### config.mk
export PLATFORM = sky130hd
export DESIGN_NAME = rect_copy_controller
export DESIGN_NICKNAME = d
export VERILOG_FILES = /design/src/rtl/rect_copy_controller.sv
export SDC_FILE = /design/constraint.sdc
export NUM_CORES = 1
export LEC_CHECK = 0
export BUFFER_PORTS_ARGS = -buffer_cell sky130_fd_sc_hd__buf_4
export CAP_MARGIN = 15
export CORE_MARGIN = 5
export CORE_UTILIZATION = 45
export DETAILED_ROUTE_END_ITERATION = 10
export PLACE_DENSITY = 0.7
export SYNTH_ARGS = -nofsm -noshare
export SYNTH_HDL_FRONTEND = slang
export SYNTH_SLANG_ARGS = --single-unit
### constraint.sdc
create_clock -name clk -period 3.4 [get_ports clk]
set_input_delay 0.34 -clock clk [delete_from_list [all_inputs] [get_ports clk]]
set_output_delay 0.34 -clock clk [all_outputs]
set_load 0.05 [all_outputs]
### src/rtl/rect_copy_controller.sv
`timescale 1ns/1ps
// Frame-boundary copy engine: streams the rect table from data memory into the GPU rect buffer,
// then writes the latched button word back to data memory. Optional macro: RECT_COPY_CHECKSUM_EN.
module rect_copy_controller #(
    parameter int unsigned             ADDR_WIDTH     = 13,
    parameter int unsigned             DATA_WIDTH     = 16,
    parameter int unsigned             RECT_COUNT     = 64,
    parameter int unsigned             RECT_WORDS     = 5,
    parameter logic [ADDR_WIDTH-1:0]   RECT_BASE      = 13'h1000,
    parameter logic [ADDR_WIDTH-1:0]   BTN_ADDR       = 13'h0FFF,
    parameter int unsigned             GPU_ADDR_WIDTH = 9
) (
    input  logic                      clk,
    input  logic                      reset,
    input  logic                      copy_start,
    input  logic                      copy,
    input  logic [DATA_WIDTH-1:0]     buttons,
    output logic [ADDR_WIDTH-1:0]     mem_addr,
    output logic                      mem_we,
    output logic [DATA_WIDTH-1:0]     mem_wdata,
    input  logic [DATA_WIDTH-1:0]     mem_rdata,
    output logic                      gpu_we,
    output logic [GPU_ADDR_WIDTH-1:0] gpu_addr,
    output logic [DATA_WIDTH-1:0]     gpu_wdata,
    output logic                      busy,
    output logic                      done,
    output logic                      overrun
`ifdef RECT_COPY_CHECKSUM_EN
    ,
    output logic [DATA_WIDTH-1:0]     checksum
`endif
);

    localparam int unsigned N     = RECT_COUNT * RECT_WORDS;
    localparam int unsigned CNT_W = $clog2(N + 1);
    localparam logic [CNT_W-1:0] LAST_CNT = CNT_W'(N - 1);

    typedef enum logic [2:0] {
        IDLE  = 3'd0,
        READ  = 3'd1,
        FLUSH = 3'd2,
        BTN   = 3'd3,
        DONE  = 3'd4
    } state_t;

    state_t                    state_q, state_d;
    logic [CNT_W-1:0]          cnt_q, cnt_d;
    logic [DATA_WIDTH-1:0]     btn_q, btn_d;
    logic [ADDR_WIDTH-1:0]     mem_addr_q, mem_addr_d;
    logic                      mem_we_q, mem_we_d;
    logic [DATA_WIDTH-1:0]     mem_wdata_q, mem_wdata_d;
    logic                      gpu_we_q, gpu_we_d;
    logic [GPU_ADDR_WIDTH-1:0] gpu_addr_q, gpu_addr_d;
    logic [DATA_WIDTH-1:0]     gpu_wdata_q, gpu_wdata_d;
    logic                      busy_q, busy_d;
    logic                      done_q, done_d;
    logic                      overrun_q, overrun_d;
`ifdef RECT_COPY_CHECKSUM_EN
    logic [DATA_WIDTH-1:0]     csum_q, csum_d;
`endif

    // Next-state and registered-output logic; each state's outputs appear the cycle after it.
    always_comb begin
        state_d     = state_q;
        cnt_d       = cnt_q;
        btn_d       = btn_q;
        mem_addr_d  = mem_addr_q;
        mem_we_d    = 1'b0;
        mem_wdata_d = mem_wdata_q;
        gpu_we_d    = 1'b0;
        gpu_addr_d  = gpu_addr_q;
        gpu_wdata_d = gpu_wdata_q;
        busy_d      = busy_q;
        done_d      = 1'b0;
        overrun_d   = overrun_q;
`ifdef RECT_COPY_CHECKSUM_EN
        csum_d      = csum_q;
`endif

        case (state_q)
            IDLE: begin
                if (copy_start && copy) begin
                    btn_d      = buttons;
                    cnt_d      = '0;
                    mem_addr_d = RECT_BASE;
                    busy_d     = 1'b1;
                    state_d    = READ;
`ifdef RECT_COPY_CHECKSUM_EN
                    csum_d     = '0;
`endif
                end
            end
            READ: begin
                // Read data for word cnt-1 is on mem_rdata now
                if (cnt_q != '0) begin
                    gpu_we_d    = 1'b1;
                    gpu_addr_d  = GPU_ADDR_WIDTH'(cnt_q - CNT_W'(1));
                    gpu_wdata_d = mem_rdata;
                end
                cnt_d      = cnt_q + CNT_W'(1);
                mem_addr_d = RECT_BASE + ADDR_WIDTH'(cnt_d);
                if (cnt_q == LAST_CNT) begin
                    state_d = FLUSH;
                end
            end
            FLUSH: begin
                gpu_we_d    = 1'b1;
                gpu_addr_d  = GPU_ADDR_WIDTH'(N - 1);
                gpu_wdata_d = mem_rdata;
                state_d     = BTN;
            end
            BTN: begin
                mem_addr_d  = BTN_ADDR;
                mem_we_d    = 1'b1;
                mem_wdata_d = btn_q;
                state_d     = DONE;
            end
            DONE: begin
                done_d  = 1'b1;
                busy_d  = 1'b0;
                state_d = IDLE;
            end
            default: state_d = IDLE;
        endcase

        // Losing the copy window mid-transfer abandons the frame
        if ((state_q inside {READ, FLUSH, BTN}) && !copy) begin
            state_d   = IDLE;
            gpu_we_d  = 1'b0;
            mem_we_d  = 1'b0;
            busy_d    = 1'b0;
            overrun_d = 1'b1;
        end

`ifdef RECT_COPY_CHECKSUM_EN
        if (gpu_we_d) begin
            csum_d = csum_q ^ gpu_wdata_d;
        end
`endif
    end

    always_ff @(posedge clk or posedge reset) begin
        if (reset) begin
            state_q     <= IDLE;
            cnt_q       <= '0;
            btn_q       <= '0;
            mem_addr_q  <= '0;
            mem_we_q    <= 1'b0;
            mem_wdata_q <= '0;
            gpu_we_q    <= 1'b0;
            gpu_addr_q  <= '0;
            gpu_wdata_q <= '0;
            busy_q      <= 1'b0;
            done_q      <= 1'b0;
            overrun_q   <= 1'b0;
`ifdef RECT_COPY_CHECKSUM_EN
            csum_q      <= '0;
`endif
        end else begin
            state_q     <= state_d;
            cnt_q       <= cnt_d;
            btn_q       <= btn_d;
            mem_addr_q  <= mem_addr_d;
            mem_we_q    <= mem_we_d;
            mem_wdata_q <= mem_wdata_d;
            gpu_we_q    <= gpu_we_d;
            gpu_addr_q  <= gpu_addr_d;
            gpu_wdata_q <= gpu_wdata_d;
            busy_q      <= busy_d;
            done_q      <= done_d;
            overrun_q   <= overrun_d;
`ifdef RECT_COPY_CHECKSUM_EN
            csum_q      <= csum_d;
`endif
        end
    end

    assign mem_addr  = mem_addr_q;
    assign mem_we    = mem_we_q;
    assign mem_wdata = mem_wdata_q;
    assign gpu_we    = gpu_we_q;
    assign gpu_addr  = gpu_addr_q;
    assign gpu_wdata = gpu_wdata_q;
    assign busy      = busy_q;
    assign done      = done_q;
    assign overrun   = overrun_q;
`ifdef RECT_COPY_CHECKSUM_EN
    assign checksum  = csum_q;
`endif

endmodule

# ---- After elaboration in Yosys (flattened, before gate mapping)
# Cells that the tools add are included.
dict set report word_totals {
  word_cells 61
  regBits 87
  out_inout_bits 59
}
dict set report op_classes {
  reduce_logical 16
  n_mux 21
  add_sub_neg 3
  eq_ne 9
}
# op n
set op_table {}
lappend op_table {{13-bit case mux with 3 select lines} 1}
lappend op_table {{9-bit case mux with 2 select lines} 2}
lappend op_table {{16-bit case mux with 2 select lines} 1}
lappend op_table {{9-bit two-way mux} 2}
lappend op_table {{16-bit two-way mux} 1}
lappend op_table {{13-bit by 9-bit adder with 13-bit output, first input constant} 1}
lappend op_table {{13-bit two-way mux} 1}
lappend op_table {{3-bit case mux with 4 select lines} 1}
lappend op_table {{2-bit AND reduction} 6}
lappend op_table {{9-bit by 1-bit adder with 9-bit output, second input constant} 1}
lappend op_table {{9-bit == test, second input constant} 1}
lappend op_table {{3-bit two-way mux} 3}
lappend op_table {{3-bit nonzero test} 3}
lappend op_table {{9-bit nonzero test} 1}
lappend op_table {{9-bit by 1-bit subtractor with 9-bit output, second input constant} 1}
lappend op_table {{1-bit two-way mux} 7}
lappend op_table {{3-bit by 2-bit == test with 1-bit output, second input constant} 2}
lappend op_table {{2-bit != test, second input constant} 2}
lappend op_table {{1-bit case mux with 2 select lines} 2}
lappend op_table {{2-bit nonzero test} 2}
lappend op_table {{3-bit by 1-bit == test with 1-bit output, second input constant} 1}
lappend op_table {{3-bit == test, second input constant} 1}
lappend op_table {{3-bit logical NOT} 1}
lappend op_table {{3-bit by 2-bit != test with 1-bit output, second input constant} 1}
lappend op_table {{other kinds (3)} 4}

# ---- Logic depth before layout (Yosys ltp)
# Gate-level depths: netlist of run 1.
dict set report logic_depth {
  depth_word 5
  ltp_mapped 7
}

# ---- Worst setup path before layout of run 1
# Ideal clock, no wire load.
dict set report synth_timing {
  kind {register to register}
  from {register cnt_q[0]}
  to {register gpu_wdata_q[10], in the netlist gpu_wdata[10]}
  slack_ns 1.469
  n_path_buf 1
  path_stages_with_launch 8
  arrival_time_ns 1.806
  required_time_ns 3.275
  setup_ns 0.125
  cell_sequence {dfrtp_1 > inv_1 > ha_1 > nor2b_1 > a31oi_4 > or2_4 > buf_6 > mux2_4}
}
dict set report synth_between {
  elab_chain_cells 3
}
# element line_no
set synth_lines {}
lappend synth_lines {{start, declared} 47} ;# logic [CNT_W-1:0] cnt_q, cnt_d;
lappend synth_lines {{start signal, assigned} 161} ;# cnt_q <= cnt_d;
lappend synth_lines {{9-bit nonzero test} 95} ;# if (cnt_q != '0) begin
lappend synth_lines {{2-bit != test (no source line)} --}
lappend synth_lines {{2-bit AND reduction (no source line)} --}
lappend synth_lines {{end signal, assigned} 168} ;# gpu_wdata_q <= gpu_wdata_d;
lappend synth_lines {{end, declared} 54} ;# logic [DATA_WIDTH-1:0] gpu_wdata_q, gpu_wdata_d;
# Every way passes these cells.
# A chain may end at the register's enable or synchronous reset.

# ---- Final worst setup path of run 1
dict set report layout_timing {
  from {register state_q[0]}
  to {register gpu_wdata_q[6], in the netlist gpu_wdata[6]}
}
dict set report layout_between {
  elab_chain_cells 3
  elab_cells_between_ends 6
  classes_between {eq/ne (3); mux (1); reduce/logical (2)}
}
# element line_no
set layout_lines {}
lappend layout_lines {{start, declared} 46} ;# state_t state_q, state_d;
lappend layout_lines {{start signal, assigned} 160} ;# state_q <= state_d;
lappend layout_lines {{3-bit by 1-bit == test with 1-bit output or 3-bit by 2-bit == test with 1-bit output (tied branches)} 80} ;# case (state_q)
lappend layout_lines {{2-bit != test (no source line) or 2-bit nonzero test (tied branches)} --}
lappend layout_lines {{2-bit AND reduction (no source line)} --}
# Parallel ways exist; a longest one is shown, timed or not.

==> results.cfg, run 1 <==
[min_path]
min_from = mem_rdata[4]
hold_path.class = in -> reg

[synth]
ys.flop_type = dfrtp_1
synth_nets = 355
ys_warn_count = 0
synth_area_per_cell_um2 = 11.69
synth_top_area_share = 0.5757
synthArstFlopShare = 1.000
yosysTopAreaCell = dfrtp_1
seq_area_frac_synth = 0.5757
synth_edf_count = 0
synth_most_common_cell = dfrtp_1
synth_cell_type_count = 47
netlist_area_um2 = 3695
netlist_top_cells_area = dfrtp_1, mux2_4, nand2_1, mux2_2, o21ai_0
synth_cells = 316
ys_seq_elements = 85
synthTopCellsByCount = dfrtp_1, nand2_1, mux2_2, mux2_4, nor2_1

[status]
status = complete, no violations

[grt]
grt_pass1_vias = 2729
grt.busiest_layer = met2
grtUsageMet2 = 0.2532
use_met1 = 0.2331
grtUsageTotal = 0.1656
use_met3 = 0.04360
grt_max_degree = 40
grt_pass1_wl_mm = 13.48
grt_overflow = 0
antenna_found_initial = 0

[final_layout]
drive_gt1_frac = 0.3610
nets = 445
area_growth_syn_to_layout_pct = 25.03
diodes = 0

[clock_network]
path_clk_slew_ns = 0.08
cts-root-buf = clkbuf_8
cts_tree = built
cts.path.max_buffers = 2
cts_resized = 0
cts_sinks = 85
post_cts_buffers = 0
clk_latency_ns = 0.34
htree_levels = 3
holdBufCountCts = 1
cts_made_buffers = 9

[critical_path]
required_ns = 3.62
cp-start-kind = flop
startpoint = state_q[0]$_DFFE_PP0P_
arrival_ns = 2.62
crit_path_end_kind = flop
regToRegStartpoint = state_q[0]$_DFFE_PP0P_
cp_max_fo = 20
path_class = reg -> reg

[timing]
setup_viol = 0
fin_hold_ws_ns = 0.2208
post-route-min-period_ns = 2.404
slew_headroom = 0.4051
drv_slew = 0
rsz0062_at_grt = no
final.setup.tns_ns = 0
timing.fmax_mhz = 416.0
hold_viol_final = 0
finClkSkew_ns = 0.01008
worstMarginPinSlew_ns = 0.8923
min_period_over_period = 0.7070

[routing]
dr.pass1.iters = 4
via_count = 2658
vias_per_cell = 5.161
drc_errors = 0
antenna_left = 0
post_drt_wl_per_cell_um = 15.52
drtIter0Drc = 112
wl_mm = 7.991

[power_and_ir_drop]
leakagePower_nw = 2.278
peakVddDrop_mv = 0.5083
p_total_w = 0.005290
p_per_area_nw_per_um2 = 1145

[floorplan]
die_h_um = 100.6
die_area_um2 = 10120
die_width_um = 100.6
core_area_um2 = 8093
fp-row-count = 33
start_util = 0.4566
num_io_pins = 95

[flow_run]
drv_cap = 0

[placement]
port_buffers = 94
gp_congestion = 0.8247
dp_hpwl_mm = 5.763
## sequential cells by signal, summed over array words and instances (netlist names), 3 cells and up
name / cells
btn_q: 16
gpu_wdata: 16
mem_addr: 11
cnt_q: 9
mem_wdata: 16
state_q: 3
gpu_addr: 9
## per-layer routing
layer  vias up  part of all wire
li1       1273                 -
met1      1294              0.48
met2        85              0.45
met3         6             0.062
met4         0            0.0064
met5         -                 0
## cells in the final DEF, fill, tap and decap left out, drive strengths merged, types with 3 or more instances in the layout
cell,n
nor2,14
buf,98
o31ai,5
a31oi,3
nand2,62
a221o,5
clkinv,4
o22a,3
mux2,32
xor2,6
inv,5
and3,3
o21ai,12
a21oi,6
nor3,3
a2bb2oi,4
nand3,8
a211oi,3
xnor2,5
dfrtp,85
ha,3
a22o,4
clkbuf,11
## worst paths after layout
check / to / slack [ns] / cells past startpoint
worst max-delay path: gpu_wdata[6]$_DFFE_PP0P_ / 1.0 / 4
worst min-delay path: gpu_wdata[4]$_DFFE_PP0P_ / 0.22 / 2
worst max register to register: gpu_wdata[6]$_DFFE_PP0P_ / 1.0 / 4
worst min register to register: mem_wdata[1]$_DFFE_PP0P_ / 0.46 / 2
max in group asynchronous: cnt_q[8]$_DFFE_PP0P_ / 2.12 / 4
min in group asynchronous: gpu_wdata[10]$_DFFE_PP0P_ / 0.50 / 3
## per-stage QoR
stage / setup slack [ns] / util / std cells / instance area, µm²
2_1_floorplan: 0.8665 / - / 316 / 3695
3_3_place_gp: 1.075 / 0.5501 / 499 / 4452
3_5_place_dp: 1.001 / 0.5501 / 499 / 4452
4_1_cts: 1.004 / 0.5708 / 515 / 4619
5_1_grt: 0.8849 / 0.5708 / 515 / 4619
6_report: 0.9961 / 0.5708 / 515 / 4619
## critical path, cell delays in order (launching register included)
cell,delay [ns]
dfrtp_1,0.58
or3b_2,0.63
a31oi_4,0.31
or2_4,0.42
mux2_4,0.34
## power by group
part           internal, W  switching, W  leakage, nW
Sequential         0.00144      0.000295         1.04
Combinational      0.00110       0.00186         1.16
Clock             0.000261      0.000335       0.0792
## area by class of cell
cell class              instances  area, µm²
repair buffers                 99      745.7
inverters                       6      23.77
multi-input cells             205       1434
fillers                       728       3473
clock inverters                 4      26.28
well taps                     105      131.4
flip-flops and latches         85       2127
clock buffers                  11      131.4
## cell families after synthesis
| kind of cell | Yosys count | share of synthesized area |
|---|---|---|
| muxes | 32 | 0.1138 |
| and+or+nand+nor | 107 | 0.1338 |
| AOI/OAI and AO/OA | 52 | 0.1043 |
| DFF | 85 | 0.5757 |
| xor gates and xnor gates | 11 | 0.02607 |
| buffers and inverters | 26 | 0.03623 |
| adders and majority gates | 3 | 0.01016 |
No activity file was read; power rests on OpenSTA's default activity.
==> run 2, diff against run 1 <==
Clock period 3.4 ns to 2.3 ns, I/O delays scaled along.
==> run 2 against run 1 <==
Non-clock buffer count up 11. Final cell count up 2.3%. Clock skew up 0.0058 ns. Worst hold slack worse by 0.20 ns. First-iteration DRC count up 43%. Wire length up 6.0%. Worst setup slack worse by 0.71 ns. Die area unchanged. Sequential share of layout area down 1.3 points. Power up 54%. Clock-buffer cell count unchanged. Sequential cell count unchanged. Critical endpoint is now gpu_wdata[5]$_DFFE_PP0P_. Highest routed layer unchanged.
==> results.cfg, run 2 (synthesis gave the netlist of run 1 again) <==
[min_path]
hold_path.class = in -> async

[placement]
placedCellCount = 511
port_buffers = 94
pre_cts_slack_ns = 0.2981
dp_hpwl_mm = 5.984
gp_congestion = 0.8754

[floorplan]
num_io_pins = 95
core_area_um2 = 8093
die_h_um = 100.6
start_util = 0.4566
fp-row-count = 33
die_width_um = 100.6
die_area_um2 = 10120

[power_and_ir_drop]
p_sw_w = 0.003756
peakVddDrop_mv = 0.8758
p_seq_frac = 0.310
p_sw_frac = 0.4621
p_total_w = 0.008129
p_clk_frac = 0.132
internal_power_w = 0.004372
leakagePower_nw = 2.356
p_per_area_nw_per_um2 = 1708
power_frac_comb = 0.559

[clock_network]
holdBufCountCts = 0
cts.path.max_buffers = 2
cts_made_buffers = 9
post_cts_buffers = 0
htree_levels = 3
clk_latency_ns = 0.35
cts-root-buf = clkbuf_8
path_clk_slew_ns = 0.09
cts_tree = built
cts_resized = 0
cts_sinks = 85

[timing]
hold_viol_final = 0
setup_viol = 0
drv_slew = 0
fin_hold_ws_ns = 0.01623
min_period_over_period = 0.8765
worstMarginPinSlew_ns = 0.7888
final.setup.tns_ns = 0
rsz0062_at_grt = no
timing.fmax_mhz = 496.1
slew_headroom = 0.4730
finalWorstSetupSlack_ns = 0.2841
finClkSkew_ns = 0.01584
post-route-min-period_ns = 2.016

[critical_path]
arrival_ns = 2.24
cp-start-kind = flop
required_ns = 2.53
crit_path_end_kind = flop
cp_max_fo = 20
path_class = reg -> reg

[final_layout]
diodes = 0
drive_gt1_frac = 0.3839
most-common-layout-cells = buf_4, dfrtp_1, nand2_1
area_growth_syn_to_layout_pct = 28.78
final_cells = 527
nets = 456
final_common_cell = buf_4

[routing]
wl_mm = 8.474
drc_errors = 0
vias_per_cell = 5.256
antenna_left = 0
post_drt_wl_per_cell_um = 16.08
dr.pass1.iters = 4
drtIter0Drc = 160
via_count = 2770

[grt]
grtUsageTotal = 0.1740
antenna_found_initial = 0
grt_pass1_wl_mm = 13.92
grt_pass1_vias = 2791
grt_max_degree = 37
grt_overflow = 0

[flow_run]
drv_cap = 0

[status]
status = complete, no violations
-- run 2: worst paths after layout --
kind	cells past startpoint	slack (ns)	to	startpoint
max reg2reg	6	0.28	gpu_wdata[5]$_DFFE_PP0P_	cnt_q[0]$_DFFE_PP0P_
min	2	0.02	btn_q[0]$_DFFE_PP0P_	reset
min in group clk	2	0.10	gpu_wdata[3]$_DFFE_PP0P_	mem_rdata[3]
min reg2reg	2	0.46	mem_wdata[3]$_DFFE_PP0P_	btn_q[3]$_DFFE_PP0P_
max in group asynchronous	3	1.62	gpu_wdata[9]$_DFFE_PP0P_	reset
max	6	0.28	gpu_wdata[5]$_DFFE_PP0P_	cnt_q[0]$_DFFE_PP0P_
-- run 2: final cells by class --
class | count | area [µm²]
inverter | 6 | 26.28
sequential | 85 | 2127
tap | 105 | 131.4
fill | 725 | 3334
clock inverter | 5 | 60.06
clock buffer | 11 | 141.4
timing repair buffer | 110 | 838.3
multi-input combinational | 205 | 1434
-- run 2: power by group through the flow --
stage / sequential (W) / clock [W] / combinational, W
global placement: 0.00252 / 0 / 0.00450
floorplan: 0.00398 / 0 / 0.00187
CTS: 0.00252 / 0.00109 / 0.00458
detailed placement: 0.00254 / 0 / 0.00457
global route: 0.00259 / 0.00117 / 0.00483
finish: 0.00252 / 0.00107 / 0.00454
-- run 2: per-layer routing --
metal / GRT usage / routed length (µm) / up-vias
met4: 0.04974 / 92 / 0
met2: 0.2547 / 3784 / 98
li1: - / - / 1304
met1: 0.2497 / 4038 / 1362
met3: 0.05398 / 559 / 6
met5: 0 / 0 / -
-- run 2: through the flow --
step	instance area (µm²)	util
after floorplan	3699	-
after global placement	4557	0.5631
after global routing	4758	0.5880
after CTS	4758	0.5880
final	4758	0.5880
after detailed placement	4557	0.5631
-- run 2: critical path: stages, from the launching register on --
cell     delay [ns]
dfrtp_1        0.47
inv_1          0.14
ha_1           0.17
nor2b_1        0.25
a31oi_4        0.12
or2_4          0.41
mux2_4         0.34
==> run 3, diff against run 2 <==
==> constraint.sdc (replaced) <==
create_clock -name clk -period 2.3 [get_ports clk]
set_input_delay 0.46 -clock clk [delete_from_list [all_inputs] [get_ports clk]]
set_output_delay 0.46 -clock clk [all_outputs]
set_load 0.05 [all_outputs]
==> run 3 against run 2 <==
Sequential power barely moved. Final cell count fell by 0.19%. Wire length shrank 0.85%. Maximum frequency decreased by 0.63%. Highest routed layer unchanged. First-iteration DRC count fell by 7.5%. Largest power group unchanged. Clock skew decreased by 0.0029 ns.
==> results.cfg, run 3 (synthesis gave the netlist of run 1 again) <==
[status]
status = complete, no violations

[placement]
port_buffers = 94
gp_congestion = 0.8695
pre_cts_slack_ns = 0.2961
dp_hpwl_mm = 5.962

[clock_network]
cts-root-buf = clkbuf_8
cts_resized = 0
holdBufCountCts = 0
post_cts_buffers = 0
cts.path.max_buffers = 2
cts_tree = built
cts_sinks = 85
clk_latency_ns = 0.35
path_clk_slew_ns = 0.09
htree_levels = 3
cts_made_buffers = 9

[grt]
grtUsageTotal = 0.1730
use_met1 = 0.2388
use_met3 = 0.04360
grt_pass1_vias = 2800
grt.busiest_layer = met2
grt_max_degree = 70
grtUsageMet2 = 0.2577
antenna_found_initial = 0
grt_pass1_wl_mm = 13.74
grt_overflow = 0

[power_and_ir_drop]
p_per_area_nw_per_um2 = 1705
leakagePower_nw = 2.354
peakVddDrop_mv = 0.6968

[routing]
drc_errors = 0
antenna_left = 0
via_count = 2753
post_drt_wl_per_cell_um = 15.97
wl_mm = 8.402
vias_per_cell = 5.234
dr.pass1.iters = 4
drtIter0Drc = 148

[floorplan]
die_area_um2 = 10120
die_h_um = 100.6
die_width_um = 100.6
start_util = 0.4566
num_io_pins = 95
fp-row-count = 33
core_area_um2 = 8093

[critical_path]
cp-start-kind = flop
cp_max_fo = 20
required_ns = 2.53
arrival_ns = 2.25
crit_path_end_kind = flop
path_class = reg -> reg

[timing]
post-route-min-period_ns = 2.029
min_period_over_period = 0.8821
finClkSkew_ns = 0.01295
setup_viol = 0
drv_slew = 0
finalWorstSetupSlack_ns = 0.2713
slew_headroom = 0.5343
timing.fmax_mhz = 492.9
hold_viol_final = 0
rsz0062_at_grt = no
final.setup.tns_ns = 0
worstMarginPinSlew_ns = 0.6939

[final_layout]
area_growth_syn_to_layout_pct = 28.82
nFillCells = 725
diodes = 0
most-common-layout-cells = buf_4, dfrtp_1, nand2_1
nets = 455
final_common_cell = buf_4
drive_gt1_frac = 0.3848

[min_path]
hold_path.class = in -> async

[flow_run]
drv_cap = 0
[run 3: cell types whose count changed in the layout (fill, tap and decap cells not counted)]
cell      previous run  this run
clkinv_4             2         1
clkbuf_1             1         0
inv_6                0         2
buf_4              109       107
clkbuf_8            10         9
clkinv_2             1         2
buf_12               1         2
[run 3: final timing paths]
kind	to	depth (start not counted)	slack (ns)	from
max in group asynchronous	mem_addr[0]$_DFFE_PP0P_	3	1.55	reset
setup / recovery	gpu_wdata[5]$_DFFE_PP0P_	6	0.27	cnt_q[0]$_DFFE_PP0P_
setup reg to reg	gpu_wdata[5]$_DFFE_PP0P_	6	0.27	cnt_q[0]$_DFFE_PP0P_
hold / removal	gpu_wdata[14]$_DFFE_PP0P_	2	0.09	reset
min in group clk	gpu_wdata[3]$_DFFE_PP0P_	2	0.33	mem_rdata[3]
hold reg to reg	mem_wdata[1]$_DFFE_PP0P_	2	0.47	btn_q[1]$_DFFE_PP0P_
[run 3: report_power, final]
part	total [W]	switching, W	internal (W)
combinational	0.00454	0.00282	0.00172
clock	0.00106	0.000550	0.000508
sequential	0.00252	0.000394	0.00213
total	0.00812	0.00376	0.00435
[run 3: worst max-delay path, cell delays in order, from the launching register on]
cell     delay [ns]
dfrtp_1        0.47
inv_1          0.14
ha_1           0.17
nor2b_1        0.26
a31oi_4        0.12
or2_4          0.41
mux2_4         0.34
[run 3: stage by stage]
step	util	hold WS (ns)	total power (W)	cells	instance area, µm²
detailed placement	0.5637	0.4492	0.007117	510	4562
global placement	0.5637	0.4434	0.007040	510	4562
finish	0.5881	0.09206	0.008117	526	4760
CTS	0.5881	0.08822	0.008194	526	4760
global route	0.5881	0.1031	0.008567	526	4760
floorplan	-	0.4331	0.005848	316	3699
[run 3: layer usage]
metal,up-vias,routed length (µm)
met3,11,625
li1,1291,-
met1,1345,3797
met5,-,0
met4,0,153
met2,106,3825
[run 3: final cells by class]
| type | count | area (µm²) | area share |
|---|---|---|---|
| clock buffers | 9 | 123.9 | 0.02603 |
| clock inverters | 7 | 73.82 | 0.01551 |
| inverters | 6 | 26.28 | 0.005521 |
| multi-input cells | 205 | 1434 | 0.3013 |
| flip-flops and latches | 85 | 2127 | 0.4469 |
| well taps | 105 | 131.4 | 0.02760 |
| repair buffers | 109 | 843.3 | 0.1772 |
